`src/rtl/imm_encode_loader_if.sv`:
```
// imm_encode_loader_if: instruction beat stream, memory write port and session status of the loader.
interface imm_encode_loader_if #(
    parameter int INSTR_WIDTH = 32,
    parameter int ADDR_WIDTH  = 10
);
    logic                   start;
    logic                   in_valid;
    logic                   in_ready;
    logic                   in_last;
    logic [1:0]             in_type;
    logic [6:0]             in_opcode;
    logic [4:0]             in_rd;
    logic [2:0]             in_funct3;
    logic [4:0]             in_rs1;
    logic [4:0]             in_rs2;
    logic [6:0]             in_funct7;
    logic [INSTR_WIDTH-1:0] in_imm;
    logic                   mem_we;
    logic [ADDR_WIDTH-1:0]  mem_addr;
    logic [INSTR_WIDTH-1:0] mem_wdata;
    logic                   busy;
    logic                   done;
    logic [1:0]             err;
    logic [ADDR_WIDTH:0]    count;

    modport slave (
        input  start, in_valid, in_last, in_type, in_opcode, in_rd, in_funct3,
               in_rs1, in_rs2, in_funct7, in_imm,
        output in_ready, mem_we, mem_addr, mem_wdata, busy, done, err, count
    );
    modport master (
        output start, in_valid, in_last, in_type, in_opcode, in_rd, in_funct3,
               in_rs1, in_rs2, in_funct7, in_imm,
        input  in_ready, mem_we, mem_addr, mem_wdata, busy, done, err, count
    );
endinterface

```
`src/rtl/imm_encode_loader.sv`:
```
// imm_encode_loader: packs decoded fields into RV32I words and writes them sequentially to instruction memory.
// Define IMM_RANGE_CHECK_EN to reject out-of-range immediates (err[0]); otherwise they are truncated.
module imm_encode_loader #(
    parameter int INSTR_WIDTH = 32,
    parameter int ADDR_WIDTH  = 10
) (
    input logic clk,
    input logic rst_n,
    imm_encode_loader_if.slave bus
);
    typedef enum logic [1:0] {IDLE, LOAD, DRAIN, DONE} state_t;
    localparam logic [ADDR_WIDTH:0] ONE = {{ADDR_WIDTH{1'b0}}, 1'b1};

    state_t                 state_q, state_d;
    logic                   armed_q, we_q;
    logic [ADDR_WIDTH-1:0]  addr_q;
    logic [INSTR_WIDTH-1:0] wdata_q, enc, imm;
    logic [ADDR_WIDTH:0]    iss_q, cnt_q;
    logic [1:0]             err_q;
    logic                   go, acc, bad, ovf, wr;

    assign imm = bus.in_imm;
    assign go  = (state_q == IDLE || state_q == DONE) && bus.start && armed_q;
    assign acc = state_q == LOAD && bus.in_valid;
    // iss_q counts issued writes including the one still in flight, so it reaches DEPTH one beat before count does
    assign ovf = iss_q[ADDR_WIDTH];
    assign wr  = acc && !bad && !ovf;

`ifdef IMM_RANGE_CHECK_EN
    logic s_ok, b_ok;
    assign s_ok = (&imm[INSTR_WIDTH-1:11]) | ~(|imm[INSTR_WIDTH-1:11]);
    assign b_ok = ((&imm[INSTR_WIDTH-1:12]) | ~(|imm[INSTR_WIDTH-1:12])) & ~imm[0];
    assign bad  = bus.in_type == 2'b11 ? 1'b0 : bus.in_type == 2'b10 ? !b_ok : !s_ok;
`else
    logic unused_imm;
    assign unused_imm = ^imm[INSTR_WIDTH-1:13];
    assign bad        = 1'b0;
`endif

    always_comb begin
        enc = bus.in_type == 2'b11 ? {bus.in_funct7, bus.in_rs2, bus.in_rs1, bus.in_funct3, bus.in_rd, bus.in_opcode}
            : bus.in_type == 2'b00 ? {imm[11:0], bus.in_rs1, bus.in_funct3, bus.in_rd, bus.in_opcode}
            : bus.in_type == 2'b01 ? {imm[11:5], bus.in_rs2, bus.in_rs1, bus.in_funct3, imm[4:0], bus.in_opcode}
            : {imm[12], imm[10:5], bus.in_rs2, bus.in_rs1, bus.in_funct3, imm[4:1], imm[11], bus.in_opcode};
    end

    always_comb begin
        state_d      = go ? LOAD
                     : (acc && bus.in_last) ? DRAIN
                     : state_q == DRAIN ? DONE
                     : state_q;
        bus.in_ready = state_q == LOAD;
        bus.busy     = state_q == LOAD || state_q == DRAIN;
        bus.done     = state_q == DONE;
    end

    always_ff @(posedge clk or negedge rst_n) begin
        if (!rst_n) begin
            state_q <= IDLE;
            armed_q <= 1'b0;
            we_q    <= 1'b0;
            addr_q  <= '0;
            wdata_q <= '0;
            iss_q   <= '0;
            cnt_q   <= '0;
            err_q   <= '0;
        end else begin
            state_q <= state_d;
            armed_q <= 1'b1;
            we_q    <= wr;
            if (wr) begin
                addr_q  <= iss_q[ADDR_WIDTH-1:0];
                wdata_q <= enc;
            end
            if (go) begin
                iss_q <= '0;
                cnt_q <= '0;
                err_q <= '0;
            end else begin
                if (wr) iss_q <= iss_q + ONE;
                if (we_q) cnt_q <= cnt_q + ONE;
                if (acc) err_q <= err_q | {ovf, bad};
            end
        end
    end

    assign bus.mem_we    = we_q;
    assign bus.mem_addr  = addr_q;
    assign bus.mem_wdata = wdata_q;
    assign bus.err       = err_q;
    assign bus.count     = cnt_q;
endmodule

```
`src/flat_wrapper.sv`:
```
// flat-port wrapper written by rule: the top's interface ports become plain ports
module imm_encode_loader_flat 
#(
    parameter int INSTR_WIDTH = 32,
    parameter int ADDR_WIDTH  = 10
)
  (clk, rst_n, bus_start, bus_in_valid, bus_in_last, bus_in_type, bus_in_opcode, bus_in_rd, bus_in_funct3, bus_in_rs1, bus_in_rs2, bus_in_funct7, bus_in_imm, bus_in_ready, bus_mem_we, bus_mem_addr, bus_mem_wdata, bus_busy, bus_done, bus_err, bus_count);
  imm_encode_loader_if #(.INSTR_WIDTH(INSTR_WIDTH), .ADDR_WIDTH(ADDR_WIDTH)) bus_i ();
  input logic clk;
  input logic rst_n;
  input wire logic [$bits(bus_i.start)-1:0] bus_start;
  input wire logic [$bits(bus_i.in_valid)-1:0] bus_in_valid;
  input wire logic [$bits(bus_i.in_last)-1:0] bus_in_last;
  input wire logic [$bits(bus_i.in_type)-1:0] bus_in_type;
  input wire logic [$bits(bus_i.in_opcode)-1:0] bus_in_opcode;
  input wire logic [$bits(bus_i.in_rd)-1:0] bus_in_rd;
  input wire logic [$bits(bus_i.in_funct3)-1:0] bus_in_funct3;
  input wire logic [$bits(bus_i.in_rs1)-1:0] bus_in_rs1;
  input wire logic [$bits(bus_i.in_rs2)-1:0] bus_in_rs2;
  input wire logic [$bits(bus_i.in_funct7)-1:0] bus_in_funct7;
  input wire logic [$bits(bus_i.in_imm)-1:0] bus_in_imm;
  output wire logic [$bits(bus_i.in_ready)-1:0] bus_in_ready;
  output wire logic [$bits(bus_i.mem_we)-1:0] bus_mem_we;
  output wire logic [$bits(bus_i.mem_addr)-1:0] bus_mem_addr;
  output wire logic [$bits(bus_i.mem_wdata)-1:0] bus_mem_wdata;
  output wire logic [$bits(bus_i.busy)-1:0] bus_busy;
  output wire logic [$bits(bus_i.done)-1:0] bus_done;
  output wire logic [$bits(bus_i.err)-1:0] bus_err;
  output wire logic [$bits(bus_i.count)-1:0] bus_count;
  assign bus_i.start = bus_start;
  assign bus_i.in_valid = bus_in_valid;
  assign bus_i.in_last = bus_in_last;
  assign bus_i.in_type = bus_in_type;
  assign bus_i.in_opcode = bus_in_opcode;
  assign bus_i.in_rd = bus_in_rd;
  assign bus_i.in_funct3 = bus_in_funct3;
  assign bus_i.in_rs1 = bus_in_rs1;
  assign bus_i.in_rs2 = bus_in_rs2;
  assign bus_i.in_funct7 = bus_in_funct7;
  assign bus_i.in_imm = bus_in_imm;
  assign bus_in_ready = bus_i.in_ready;
  assign bus_mem_we = bus_i.mem_we;
  assign bus_mem_addr = bus_i.mem_addr;
  assign bus_mem_wdata = bus_i.mem_wdata;
  assign bus_busy = bus_i.busy;
  assign bus_done = bus_i.done;
  assign bus_err = bus_i.err;
  assign bus_count = bus_i.count;
  imm_encode_loader #(.INSTR_WIDTH(INSTR_WIDTH), .ADDR_WIDTH(ADDR_WIDTH)) u_core (.clk(clk), .rst_n(rst_n), .bus(bus_i));
endmodule
```
`config.mk`:
```
export PLATFORM = sky130hd
export DESIGN_NAME = imm_encode_loader_flat
export DESIGN_NICKNAME = d
export VERILOG_FILES = /design/src/rtl/imm_encode_loader_if.sv /design/src/rtl/imm_encode_loader.sv /design/src/flat_wrapper.sv
export SDC_FILE = /design/constraint.sdc
export NUM_CORES = 1
export LEC_CHECK = 0
export BUFFER_PORTS_ARGS = -buffer_cell sky130_fd_sc_hd__buf_4
export CAP_MARGIN = 10
export CORE_MARGIN = 2
export CORE_UTILIZATION = 40
export CTS_CLUSTER_SIZE = 25
export DETAILED_ROUTE_END_ITERATION = 7
export HOLD_SLACK_MARGIN = 0.06
export PLACE_DENSITY = 0.79
export SLEW_MARGIN = 20
export SYNTH_ARGS = -nofsm -noshare
export SYNTH_HDL_FRONTEND = slang
export SYNTH_SLANG_ARGS = --single-unit
```
`constraint.sdc`:
```
create_clock -name clk -period 3.9 [get_ports clk]
set_input_delay 0.585 -clock clk [delete_from_list [all_inputs] [get_ports clk]]
set_output_delay 0.585 -clock clk [all_outputs]
set_load 0.01 [all_outputs]
```
## Word level (Yosys, flattened, before mapping)

Index checks and enable logic that the tools add are counted.

| operators by class | value |
|---|---|
| add/subtract/negate cells | 2 |
| equality and inequality tests | 5 |
| multiplexer cells | 12 |
| bitwise logic cells | 1 |
| reduce and logical (&&, ||, !) cells | 14 |

Operator list:

| cell | count |
|---|---|
| two-way mux 32 bit | 3 |
| two-way mux 11 bit | 4 |
| adder 11 x 1 -> 11 bit (second input constant) | 2 |
| two-way mux 2 bit | 5 |
| equality test 2 bit (second input constant) | 3 |
| nonzero test 2 bit | 3 |
| logical AND 1 bit | 5 |
| equality test 2 x 1 -> 1 bit (second input constant) | 2 |
| zero test 2 bit | 2 |
| nonzero test 3 bit | 1 |
| logical OR 1 bit | 2 |
| bitwise OR 2 bit | 1 |
| zero test 1 bit | 1 |

| word-level totals | value |
|---|---|
| register bits | 70 |
| input bits | 71 |
| output and inout bits | 59 |
| word-level logic and storage cells | 42 |

## Longest topological paths before layout

Gate-level depths: netlist (run 1).

| depth | value |
|---|---|
| word-level depth | 5 |
| gate-level depth with buffers | 7 |

## Least setup slack after synthesis (run 1)

No wires, ideal clock.

| path | value |
|---|---|
| kind | reg2reg |
| start point | register u_core.state_q[1] |
| end point | register u_core.iss_q[9] |
| library setup time | 0.078 ns |
| data arrival time | 1.646 ns |
| required time | 3.822 ns |
| slack | 2.176 ns |
| stages on the path, launching flop included | 7 |
| buffers on the path | 1 |
| period minus slack after synthesis | 1.724 ns |
| cell sequence | dfrtp_1 > inv_1 > ha_1 > nand4b_1 > buf_2 > or4_1 > a21oi_1 |

| between the ends | value |
|---|---|
| elaborated cells on any way between the ends | 10 |

RTL lines:

| element | RTL line | RTL |
|---|---|---|
| start, declared | imm_encode_loader.sv:14 | `state_t state_q, state_d;` |
| start signal, assigned | imm_encode_loader.sv:68 | `state_q <= state_d;` |
| equality test 2 x 1 -> 1 bit | - |  |
| via bus_in_ready | flat_wrapper.sv:22 | `output wire logic [$bits(bus_i.in_ready)-1:0] bus_in_ready;` |
| logical AND 1 bit | imm_encode_loader.sv:24 | `assign acc = state_q == LOAD && bus.in_valid;` |
| logical AND 1 bit | imm_encode_loader.sv:27 | `assign wr = acc && !bad && !ovf;` |
| nonzero test 2 bit (no source line) | - |  |
| end signal, assigned | imm_encode_loader.sv:80 | `if (wr) iss_q <= iss_q + ONE;` |
| end, declared | imm_encode_loader.sv:18 | `logic [ADDR_WIDTH:0] iss_q, cnt_q;` |

The timed path passes the listed nets, and every way through them passes these cells.
A chain may end at the register's enable or synchronous reset.

## Worst setup path in the final report (run 1)

| path | value |
|---|---|
| start point | register u_core.state_q[1] |
| end point | register u_core.iss_q[9] |

| between the ends | value |
|---|---|
| word-level cells in the longest chain between the ends | 5 |
| elaborated cells on any way between the ends | 10 |

Ends and longest elaborated chain:

| element | RTL line | RTL |
|---|---|---|
| equality test 2 bit / zero test 2 bit (equally long branches) | imm_encode_loader.sv:23 | `assign go = (state_q == IDLE \|\| state_q == DONE) && bus.start && armed_q;` |
| logical OR 1 bit | imm_encode_loader.sv:23 |  |
| logical AND 1 bit (2 in series) | imm_encode_loader.sv:23 |  |
| two-way mux 11 bit / nonzero test 2 bit (equally long branches) | - |  |

Several ways; a longest one is shown, not always the timed one.

==> results of run 1 <==
## placed cells by master (no fill, tap or decap), drive strengths merged, types with 7 or more instances in the layout
master	count
a21oi	12
o31ai	7
clkbuf	11
buf	111
nand2	29
nand3	7
or4	7
dfrtp	69
mux2i	21
nor2	12
mux2	24
inv	8
o21ai	22
## area by class of cell
| class | count | area (µm²) | area share |
|---|---|---|---|
| clock buffers | 11 | 151.4 | 0.03669 |
| clock inverters | 5 | 33.78 | 0.008187 |
| inverters | 7 | 26.28 | 0.006367 |
| multi-input cells | 178 | 1231 | 0.2984 |
| flip-flops and latches | 69 | 1727 | 0.4184 |
| well taps | 99 | 123.9 | 0.03002 |
| repair buffers | 111 | 833.3 | 0.2019 |
## layer usage
layer | up-vias | GRT usage | part of all wire
met2 | 80 | 0.2741 | 0.50
met3 | 11 | 0.05477 | 0.062
li1 | 1162 | - | -
met5 | - | 0 | 0
met1 | 1146 | 0.2058 | 0.42
met4 | 0 | 0.07576 | 0.019
## flip-flops by register name, indices dropped and copies added, names as in the netlist
signal	cells
u_core.armed_q	1
u_core.bus.count	11
u_core.bus.err	1
u_core.bus.mem_addr	10
u_core.bus.mem_wdata	32
u_core.bus.mem_we	1
u_core.iss_q	11
u_core.state_q	2
## kinds of logic after synthesis
group / share of synthesized area
AOI/OAI and AO/OA: 0.08734
xor gates and xnor gates: 0.02009
adders and majority gates: 0.02050
buffers and inverters: 0.03075
DFF: 0.5658
muxes: 0.1574
other: 0.002461
and+or+nand+nor: 0.1156
## stage by stage
step | area, µm² | instances
5_1_grt | 4126 | 480
2_1_floorplan | 3052 | 269
4_1_cts | 4126 | 480
3_3_place_gp | 3941 | 464
6_report | 4126 | 480
3_5_place_dp | 3941 | 464
## final timing paths
check	start	end	slack (ns)	cells after the start
max	u_core.state_q[1]$_DFFE_PN0P_	u_core.iss_q[9]$_DFFE_PN0P_	1.88	5
max in group asynchronous	rst_n	u_core.bus.mem_wdata[25]$_DFFE_PN0P_	2.98	1
min reg2reg	u_core.bus.mem_wdata[26]$_DFFE_PN0P_	u_core.bus.mem_wdata[26]$_DFFE_PN0P_	0.48	2
min in group clk	bus_in_funct3[2]	u_core.bus.mem_wdata[14]$_DFFE_PN0P_	0.47	2
max reg2reg	u_core.state_q[1]$_DFFE_PN0P_	u_core.iss_q[9]$_DFFE_PN0P_	1.88	5
min	rst_n	u_core.state_q[1]$_DFFE_PN0P_	0.35	1
## synth_stat cells (2+ instances only)
cell type  count  area share
a21oi_1       12       0.020
buf_2          6      0.0098
clkbuf_1       7      0.0086
conb_1         2      0.0025
dfrtp_1       69        0.57
ha_1           5       0.021
inv_1          7      0.0086
mux2_2        24       0.089
mux2i_1       21       0.069
nand2_1       29       0.036
nand3_1        7       0.011
nand4_1        5       0.010
nand4b_1       2      0.0057
nor2_1        12       0.015
nor4_1         2      0.0041
o21a_1         3      0.0074
o21ai_0       22       0.036
o31ai_1        7       0.017
or3_1          4      0.0082
or4_1          7       0.017
xnor2_1        2      0.0057
xor2_1         5       0.014
## worst reg2reg max path, delay by kind of cell, from the launching register on
| kind | cells | cell delay, ns |
|---|---|---|
| buffers and inverters | 1 | 0.07 |
| and+or+nand+nor | 2 | 1.02 |
| AOI/OAI and AO/OA | 1 | 0.16 |
| adders and majority gates | 1 | 0.28 |
| DFF | 1 | 0.41 |
## power groups by stage
stage / Sequential, mW / Combinational, mW / Clock, mW
finish: 1.09 / 0.933 / 0.541
global route: 1.12 / 1.02 / 0.591
CTS: 1.09 / 0.952 / 0.561
detailed placement: 1.10 / 0.953 / 0
global placement: 1.08 / 0.930 / 0
floorplan: 1.16 / 0.404 / 0
==> impl_metrics.py, run 1 <==
metrics = {
    "worst_hold_path": {
        "hp-class": "primary input to async pin",
    },
    "flow_run": {
        "max_cap_viol_count": 0,
    },
    "logic_synthesis": {
        "syn_avg_cell_area_um2": 11.34,
        "netlist_instances": 269,
        "syn-num-nets": 345,
        "ys_seq_elements": 69,
        "synthFlopType": "dfrtp_1",
        "yosysUniqueCellTypes": 31,
        "synth_warnings": 0,
        "yosysSeqAreaShare": 0.5658,
        "netlist_area_um2": 3052,
        "async_flop_share": 1.000,
        "synth_edf_count": 0,
    },
    "worst_setup_path": {
        "start_kind": "register",
        "critical_path.top_delay_family": "simple AND/OR/NAND/NOR gates",
        "critPathRequiredTime_ns": 4.16,
        "cpMaxStageDelayCell": "or4_1",
        "max_stage_delay_ns": 0.62,
        "crit_type": "register to register",
        "worstSetupEndpointType": "register",
        "path_max_fanout": 11,
        "worst-path-buf-inv": 1,
        "critical_path_arrival_ns": 2.28,
        "crit_chain": "inv_1 > ha_1 > nand4b_1 > or4_1 > a21oi_1",
    },
    "floorplanning": {
        "rows": 31,
        "design.core.area_um2": 7331,
        "die_h_um": 91.35,
        "die_area_um2": 8344,
        "io_pins": 130,
        "fp.dieW_um": 91.35,
        "start_util": 0.4163,
    },
    "power": {
        "p_total_mw": 2.560,
        "power.density_nw_per_um2": 620.4,
        "leakagePower_nw": 2.047,
        "pwr-share-seq": 0.424,
        "p_sw_frac": 0.3370,
        "power_frac_comb": 0.365,
        "max-vdd-ir-drop_uv": 279.9,
        "intPower_mw": 1.697,
        "p_clk_frac": 0.211,
        "p_switching_uw": 862.9,
    },
    "global_routing": {
        "grt.total_usage": 0.1691,
        "grt_pass1_vias": 2391,
        "grt_start_max_net_pins": 70,
        "grt_pass1_wl_um": 11180,
        "grt_antenna_before_repair": 0,
        "grt_overflow": 0,
    },
    "detailed_routing": {
        "drt_wl_total_um": 6724,
        "drt_iter0_drc": 88,
        "route.antenna.remaining_nets": 0,
        "wl_per_cell_um": 14.01,
        "first_pass_iters": 4,
        "drcViolationCount": 0,
        "vias": 2399,
        "viasPerCell": 4.998,
    },
    "clocking": {
        "cts_max_path_buffers": 2,
        "clk_pin_slew_ns": 0.07,
        "hold_buffers": 0,
        "cts_tree": "built",
        "cts-root-buf": "clkbuf_8",
        "htreeDepth": 3,
        "clock-sinks": 69,
        "numCtsBuffers": 9,
        "post-cts-setup-buffers": 0,
        "clock_latency_ns": 0.35,
        "ctsResizeCount": 0,
    },
    "cells_and_area": {
        "nNetsFinal": 452,
        "num_antenna_cells": 0,
        "syn_to_final_growth_pct": 35.22,
        "layout-drive-gt1-share": 0.3963,
        "num-fill-cells": 615,
        "final_core_util": 0.5629,
    },
    "placed_design": {
        "io_buffers": 109,
        "preCtsSetupSlack_ns": 1.914,
        "gp_congestion": 0.7205,
        "dp_hpwl_um": 4754,
    },
    "sta": {
        "setup_tns_ns": 0,
        "whs_ns": 0.3490,
        "setup_slack_ns": 1.879,
        "relSlewSlack": 0.4163,
        "maxSlewViolCount": 0,
        "setup-violations-final": 0,
        "fin_skew_ns": 0.01108,
        "rsz0062_at_grt": "false",
        "tightest_slew_ns": 0.8756,
        "final_hold_viol_count": 0,
        "clock.fmax_mhz": 494.7,
        "fin_crit_sh": 0.5183,
        "final.min_clock_period_ns": 2.021,
    },
    "run_status": {
        "status": "finished clean",
    },
}
Power figures use the tool's default switching activity.
==> run 2: changes to the inputs <==
==> constraint.sdc (replaced) <==
create_clock -name clk -period 2.1 [get_ports clk]
set_input_delay 0.315 -clock clk [delete_from_list [all_inputs] [get_ports clk]]
set_output_delay 0.315 -clock clk [all_outputs]
set_load 0.01 [all_outputs]
==> run 2 against run 1 <==
Effect of this change: total power up 96%; clock power rose by 120%; highest routed layer unchanged; largest cell class unchanged; critical endpoint unchanged; die area stayed put; wire length increased by 0.28%; via count is 0.71% lower; fmax is 6.9% higher.
==> impl_metrics.py, run 2 (same netlist as run 1, synthesis figures left out) <==
metrics = {
    "sta": {
        "final.min_clock_period_ns": 1.892,
        "rsz0062_at_grt": "false",
        "setup_slack_ns": 0.2084,
        "final_hold_viol_count": 0,
        "relSlewSlack": 0.6424,
        "clock.fmax_mhz": 528.6,
        "maxSlewViolCount": 0,
        "fin_skew_ns": 0.006920,
        "setup-violations-final": 0,
        "setup_tns_ns": 0,
        "tightest_slew_ns": 0.5325,
        "fin_crit_sh": 0.9008,
    },
    "cells_and_area": {
        "layout-drive-gt1-share": 0.3964,
        "largest_reg_flops": 32,
        "final_common_cell": "buf_4",
        "num_antenna_cells": 0,
        "syn_to_final_growth_pct": 38.70,
        "stdcell_area_um2": 4233,
        "final_cell_mix": "113 x buf_4, 69 x dfrtp_1, 29 x nand2_1",
        "nNetsFinal": 457,
    },
    "placed_design": {
        "dp_hpwl_um": 4928,
        "preCtsSetupSlack_ns": 0.2542,
        "io_buffers": 109,
        "gp_congestion": 0.7181,
        "place_area_um2": 3996,
    },
    "worst_setup_path": {
        "crit_type": "register to register",
        "worstSetupEndpointType": "register",
        "rr_startpoint": "u_core.state_q[1]$_DFFE_PN0P_",
        "r2r_end": "u_core.iss_q[9]$_DFFE_PN0P_",
        "start_kind": "register",
        "cpMaxStageDelayCell": "or4_1",
        "rrSetupSlack_ns": 0.21,
        "critical_path_arrival_ns": 2.14,
        "path_max_fanout": 9,
        "crit_chain": "inv_1 > ha_1 > nand4b_1 > or4_1 > a21oi_1",
        "max_stage_delay_ns": 0.60,
        "r2r_cells": 5,
        "critPathRequiredTime_ns": 2.35,
    },
    "power": {
        "intPower_mw": 3.437,
        "max-vdd-ir-drop_uv": 455.5,
        "p_switching_mw": 1.572,
        "power_frac_comb": 0.357,
        "pwr-share-seq": 0.403,
        "p_clk_frac": 0.240,
        "leakagePower_nw": 2.099,
        "power.density_nw_per_um2": 1183,
        "p_sw_frac": 0.3138,
    },
    "floorplanning": {
        "fp.dieW_um": 91.35,
        "io_pins": 130,
        "start_util": 0.4163,
        "die_area_um2": 8344,
        "rows": 31,
        "die_h_um": 91.35,
        "design.core.area_um2": 7331,
    },
    "clocking": {
        "cts-root-buf": "clkbuf_8",
        "clk_pin_slew_ns": 0.07,
        "cts_max_path_buffers": 2,
        "numCtsBuffers": 9,
        "ctsResizeCount": 0,
        "htreeDepth": 3,
        "clock-sinks": 69,
        "clock_latency_ns": 0.33,
        "cts_tree": "built",
    },
    "worst_hold_path": {
        "hold_start": "bus_in_rs1[1]",
        "hold_path_end": "u_core.bus.mem_wdata[16]$_DFFE_PN0P_",
        "hold_depth": 2,
        "hp-class": "primary input to register",
    },
    "detailed_routing": {
        "viasPerCell": 4.911,
        "route.antenna.remaining_nets": 0,
        "drt_wl_total_um": 6743,
        "vias": 2382,
        "drt_iter0_drc": 113,
        "first_pass_iters": 4,
        "wl_per_cell_um": 13.90,
        "drcViolationCount": 0,
    },
    "global_routing": {
        "grt_start_max_net_pins": 40,
        "grt_pass1_wl_um": 11430,
        "grt_overflow": 0,
        "grt_antenna_before_repair": 0,
        "grt.total_usage": 0.1720,
        "grt_pass1_vias": 2445,
    },
    "run_status": {
        "status": "finished clean",
    },
    "flow_run": {
        "max_cap_viol_count": 0,
    },
}
## run 2: changes by cell type in the layout (fill, tap and decap cells not counted)
cell,previous run,this run
inv_6,1,0
bufinv_16,0,2
dlygate4sd3_1,0,1
buf_4,111,113
buf_12,0,2
clkinv_2,2,0
clkinvlp_4,2,1
clkbuf_1,0,2
## run 2: metrics by stage
step | hold slack, ns | power (mW) | util | instances
after floorplan | 0.01941 | 2.909 | - | 269
after global placement | 0.3274 | 3.799 | 0.5451 | 468
after detailed placement | 0.3233 | 3.865 | 0.5451 | 468
after CTS | 0.1923 | 5.094 | 0.5774 | 485
after global routing | 0.1865 | 5.368 | 0.5774 | 485
final | 0.2130 | 5.009 | 0.5774 | 485
## run 2: per-layer routing
metal  track usage  wire length, µm  vias up
li1              -                -     1171
met1        0.2178             2911     1139
met2        0.2747             3364       66
met3       0.06307              405        6
met4       0.05429               61        0
met5             0                0        -
## run 2: layout make-up
class	count	area [µm²]
clock buffer	13	158.9
clock inverter	3	67.56
fill	623	3098
inverter	7	26.28
multi-input combinational	178	1231
sequential	69	1727
tap	99	123.9
timing repair buffer	116	898.4
## run 2: power by group through the flow
stage | Combinational, mW | Sequential [mW] | Clock, mW
floorplan | 0.751 | 2.16 | 0
global placement | 1.78 | 2.02 | 0
detailed placement | 1.83 | 2.04 | 0
CTS | 1.83 | 2.02 | 1.24
global route | 1.99 | 2.07 | 1.31
finish | 1.79 | 2.02 | 1.20
## run 2: worst max-delay path, delay by kind of cell, from the launching register on
family	cells	cell delay (ns)
AND/OR/NAND/NOR	2	0.94
flip-flops	1	0.41
adder cells (fa/ha/maj)	1	0.23
AO/OA/AOI/OAI	1	0.16
buffers and inverters	1	0.07
## run 2: worst max-delay path by stage
| stage | startpoint | end | cells after the start | slack, ns |
|---|---|---|---|---|
| 4_1_cts | u_core.state_q[1]$_DFFE_PN0P_ | u_core.iss_q[9]$_DFFE_PN0P_ | 5 | 0.21 |
| 5_1_grt | u_core.state_q[1]$_DFFE_PN0P_ | u_core.iss_q[9]$_DFFE_PN0P_ | 5 | 0.09 |
| 6_report | u_core.state_q[1]$_DFFE_PN0P_ | u_core.iss_q[9]$_DFFE_PN0P_ | 5 | 0.21 |
| 3_5_place_dp | u_core.state_q[1]$_DFFE_PN0P_ | u_core.iss_q[7]$_DFFE_PN0P_ | 5 | 0.25 |
| 3_3_place_gp | u_core.state_q[1]$_DFFE_PN0P_ | u_core.iss_q[8]$_DFFE_PN0P_ | 5 | 0.34 |
| 2_1_floorplan | u_core.state_q[1]$_DFFE_PN0P_ | u_core.iss_q[9]$_DFFE_PN0P_ | 6 | 0.38 |
## run 2: repair_timing
item,CTS,global route
hold buffers,1,0
hold endpoints to repair,38,0
setup endpoints to repair,0,0
setup buffers,0,0
==> run 3: changes to the inputs <==
--- a/config.mk
+++ b/config.mk
@@ -7,12 +7,14 @@
 export LEC_CHECK = 0
 export BUFFER_PORTS_ARGS = -buffer_cell sky130_fd_sc_hd__buf_4
 export CAP_MARGIN = 10
+export CELL_PAD_IN_SITES_DETAIL_PLACEMENT = 1
+export CELL_PAD_IN_SITES_GLOBAL_PLACEMENT = 2
 export CORE_MARGIN = 2
-export CORE_UTILIZATION = 40
+export CORE_UTILIZATION = 29
 export CTS_CLUSTER_SIZE = 25
 export DETAILED_ROUTE_END_ITERATION = 7
 export HOLD_SLACK_MARGIN = 0.06
-export PLACE_DENSITY = 0.79
+export PLACE_DENSITY = 0.9
 export SLEW_MARGIN = 20
 export SYNTH_ARGS = -nofsm -noshare
 export SYNTH_HDL_FRONTEND = slang
==> run 3 against run 2 <==
Effect of this change: register-to-register slack better by 0.06 ns; largest cell class unchanged; critical path depth up 1; wire length up 11%; sequential power about the same; first-iteration DRC count down 51%; core utilization down 17 points; final cell count up 7.0%; fmax up 3.2%; via count up 3.1%; setup slack better by 0.058 ns; global-route usage down 3.4 points; largest power group unchanged; cell area down 0.98%.
==> impl_metrics.py, run 3 (same netlist as run 1, synthesis figures left out) <==
metrics = {
    "global_routing": {
        "grt_antenna_before_repair": 0,
        "grt_pass1_vias": 2663,
        "grt_pass1_wl_um": 12670,
        "grt_overflow": 0,
        "grt.total_usage": 0.1381,
        "grt_start_max_net_pins": 51,
    },
    "power": {
        "p_sw_frac": 0.3399,
        "leakagePower_nw": 2.063,
        "p_clk_frac": 0.187,
        "intPower_mw": 3.101,
        "power.density_nw_per_um2": 1121,
        "max-vdd-ir-drop_uv": 417.7,
        "p_switching_mw": 1.596,
        "power_frac_comb": 0.382,
        "pwr-share-seq": 0.431,
    },
    "clocking": {
        "clk_pin_slew_ns": 0.07,
        "cts_max_path_buffers": 2,
        "post-cts-setup-buffers": 0,
        "numCtsBuffers": 9,
        "cts-root-buf": "clkbuf_8",
        "htreeDepth": 3,
        "cts_tree": "built",
        "ctsResizeCount": 0,
        "clock_latency_ns": 0.33,
        "hold_buffers": 1,
        "clock-sinks": 69,
    },
    "floorplanning": {
        "start_util": 0.2969,
        "io_pins": 130,
        "die_area_um2": 11360,
        "die_h_um": 106.6,
        "fp.dieW_um": 106.6,
        "rows": 37,
        "design.core.area_um2": 10280,
    },
    "sta": {
        "relSlewSlack": 0.6123,
        "tightest_slew_ns": 0.5774,
        "setup-violations-final": 0,
        "clock.fmax_mhz": 545.5,
        "final_hold_viol_count": 0,
        "rsz0062_at_grt": "false",
        "final.min_clock_period_ns": 1.833,
        "setup_tns_ns": 0,
        "fin_crit_sh": 0.8730,
        "fin_skew_ns": 0.007567,
        "whs_ns": 0.2113,
        "maxSlewViolCount": 0,
    },
    "worst_setup_path": {
        "worstSetupEndpointType": "register",
        "critical_path_arrival_ns": 2.10,
        "critPathRequiredTime_ns": 2.37,
        "max_stage_delay_ns": 0.51,
        "start_kind": "register",
        "cpMaxStageDelayCell": "or4_1",
        "rr_startpoint": "u_core.state_q[1]$_DFFE_PN0P_",
        "r2r_cells": 6,
        "rrSetupSlack_ns": 0.27,
        "crit_type": "register to register",
        "r2r_end": "u_core.iss_q[7]$_DFFE_PN0P_",
        "path_max_fanout": 11,
        "crit_chain": "inv_1 > ha_1 > nand4b_1 > buf_4 > or4_1 > a21oi_1",
    },
    "detailed_routing": {
        "drt_iter0_drc": 55,
        "vias": 2455,
        "viasPerCell": 4.730,
        "drt_wl_total_um": 7507,
        "drcViolationCount": 0,
        "route.antenna.remaining_nets": 0,
        "wl_per_cell_um": 14.46,
        "first_pass_iters": 4,
    },
    "worst_hold_path": {
        "hold_path_end": "u_core.bus.mem_wdata[16]$_DFFE_PN0P_",
        "hold_depth": 2,
        "hold_start": "bus_in_rs1[1]",
        "hp-class": "primary input to register",
    },
    "cells_and_area": {
        "largest_reg_flops": 32,
        "multi_input_comb_area_um2": 1231,
        "layout-drive-gt1-share": 0.3916,
        "stdcell_area_um2": 4192,
        "fin_cells": 519,
        "seq_area_um2": 1727,
        "num-fill-cells": 1179,
        "num_antenna_cells": 0,
        "final_common_cell": "buf_4",
        "nNetsFinal": 456,
        "final_cell_mix": "112 x buf_4, 69 x dfrtp_1, 29 x nand2_1",
        "syn_to_final_growth_pct": 37.35,
    },
    "placed_design": {
        "gp_congestion": 0.7153,
        "place_area_um2": 4035,
        "io_buffers": 109,
        "dp_hpwl_um": 5588,
        "dp_cells": 504,
    },
    "run_status": {
        "status": "finished clean",
    },
    "flow_run": {
        "max_cap_viol_count": 0,
    },
}
[run 3: worst max path at each step]
stage / from / end / cells past startpoint
floorplan: u_core.state_q[1]$_DFFE_PN0P_ / u_core.iss_q[9]$_DFFE_PN0P_ / 6
global placement: u_core.state_q[1]$_DFFE_PN0P_ / u_core.iss_q[8]$_DFFE_PN0P_ / 6
detailed placement: u_core.state_q[1]$_DFFE_PN0P_ / u_core.iss_q[7]$_DFFE_PN0P_ / 6
CTS: u_core.state_q[1]$_DFFE_PN0P_ / u_core.iss_q[7]$_DFFE_PN0P_ / 6
global route: u_core.state_q[1]$_DFFE_PN0P_ / u_core.iss_q[9]$_DFFE_PN0P_ / 6
finish: u_core.state_q[1]$_DFFE_PN0P_ / u_core.iss_q[7]$_DFFE_PN0P_ / 6
[run 3: per-stage QoR]
step | power (mW) | utilization | setup slack, ns
floorplan | 2.909 | - | 0.3763
global placement | 3.810 | 0.3926 | 0.3496
detailed placement | 3.898 | 0.3926 | 0.2857
CTS | 4.806 | 0.4078 | 0.2683
global route | 5.065 | 0.4078 | 0.1316
finish | 4.697 | 0.4078 | 0.2668
[run 3: worst max-delay path, delay by kind of cell (launching register included)]
family          cells  cell delay (ns)
flops               1             0.42
compound gates      1             0.15
buf+inv             2             0.26
fa+ha+maj           1             0.29
simple gates        2             0.66
[run 3: final cells by class]
class	instances	area share
multi-input cells	178	0.2937
clock buffers	11	0.03134
flip-flops and latches	69	0.4119
inverters	7	0.006269
repair buffers	115	0.2125
well taps	136	0.04060
clock inverters	3	0.003582
[run 3: power groups by stage]
stage / clock network, mW / logic [mW] / registers (mW)
final: 0.877 / 1.80 / 2.02
after global routing: 0.985 / 1.99 / 2.09
after CTS: 0.926 / 1.85 / 2.03
after detailed placement: 0 / 1.85 / 2.05
after global placement: 0 / 1.79 / 2.02
after floorplan: 0 / 0.751 / 2.16
[run 3: routing by layer]
metal / global-route usage / wire [µm] / share of wire
met2: 0.2343 / 3824 / 0.51
met1: 0.1693 / 3132 / 0.42
met3: 0.04316 / 481 / 0.064
met5: 0 / 0 / 0
met4: 0.03896 / 68 / 0.0091
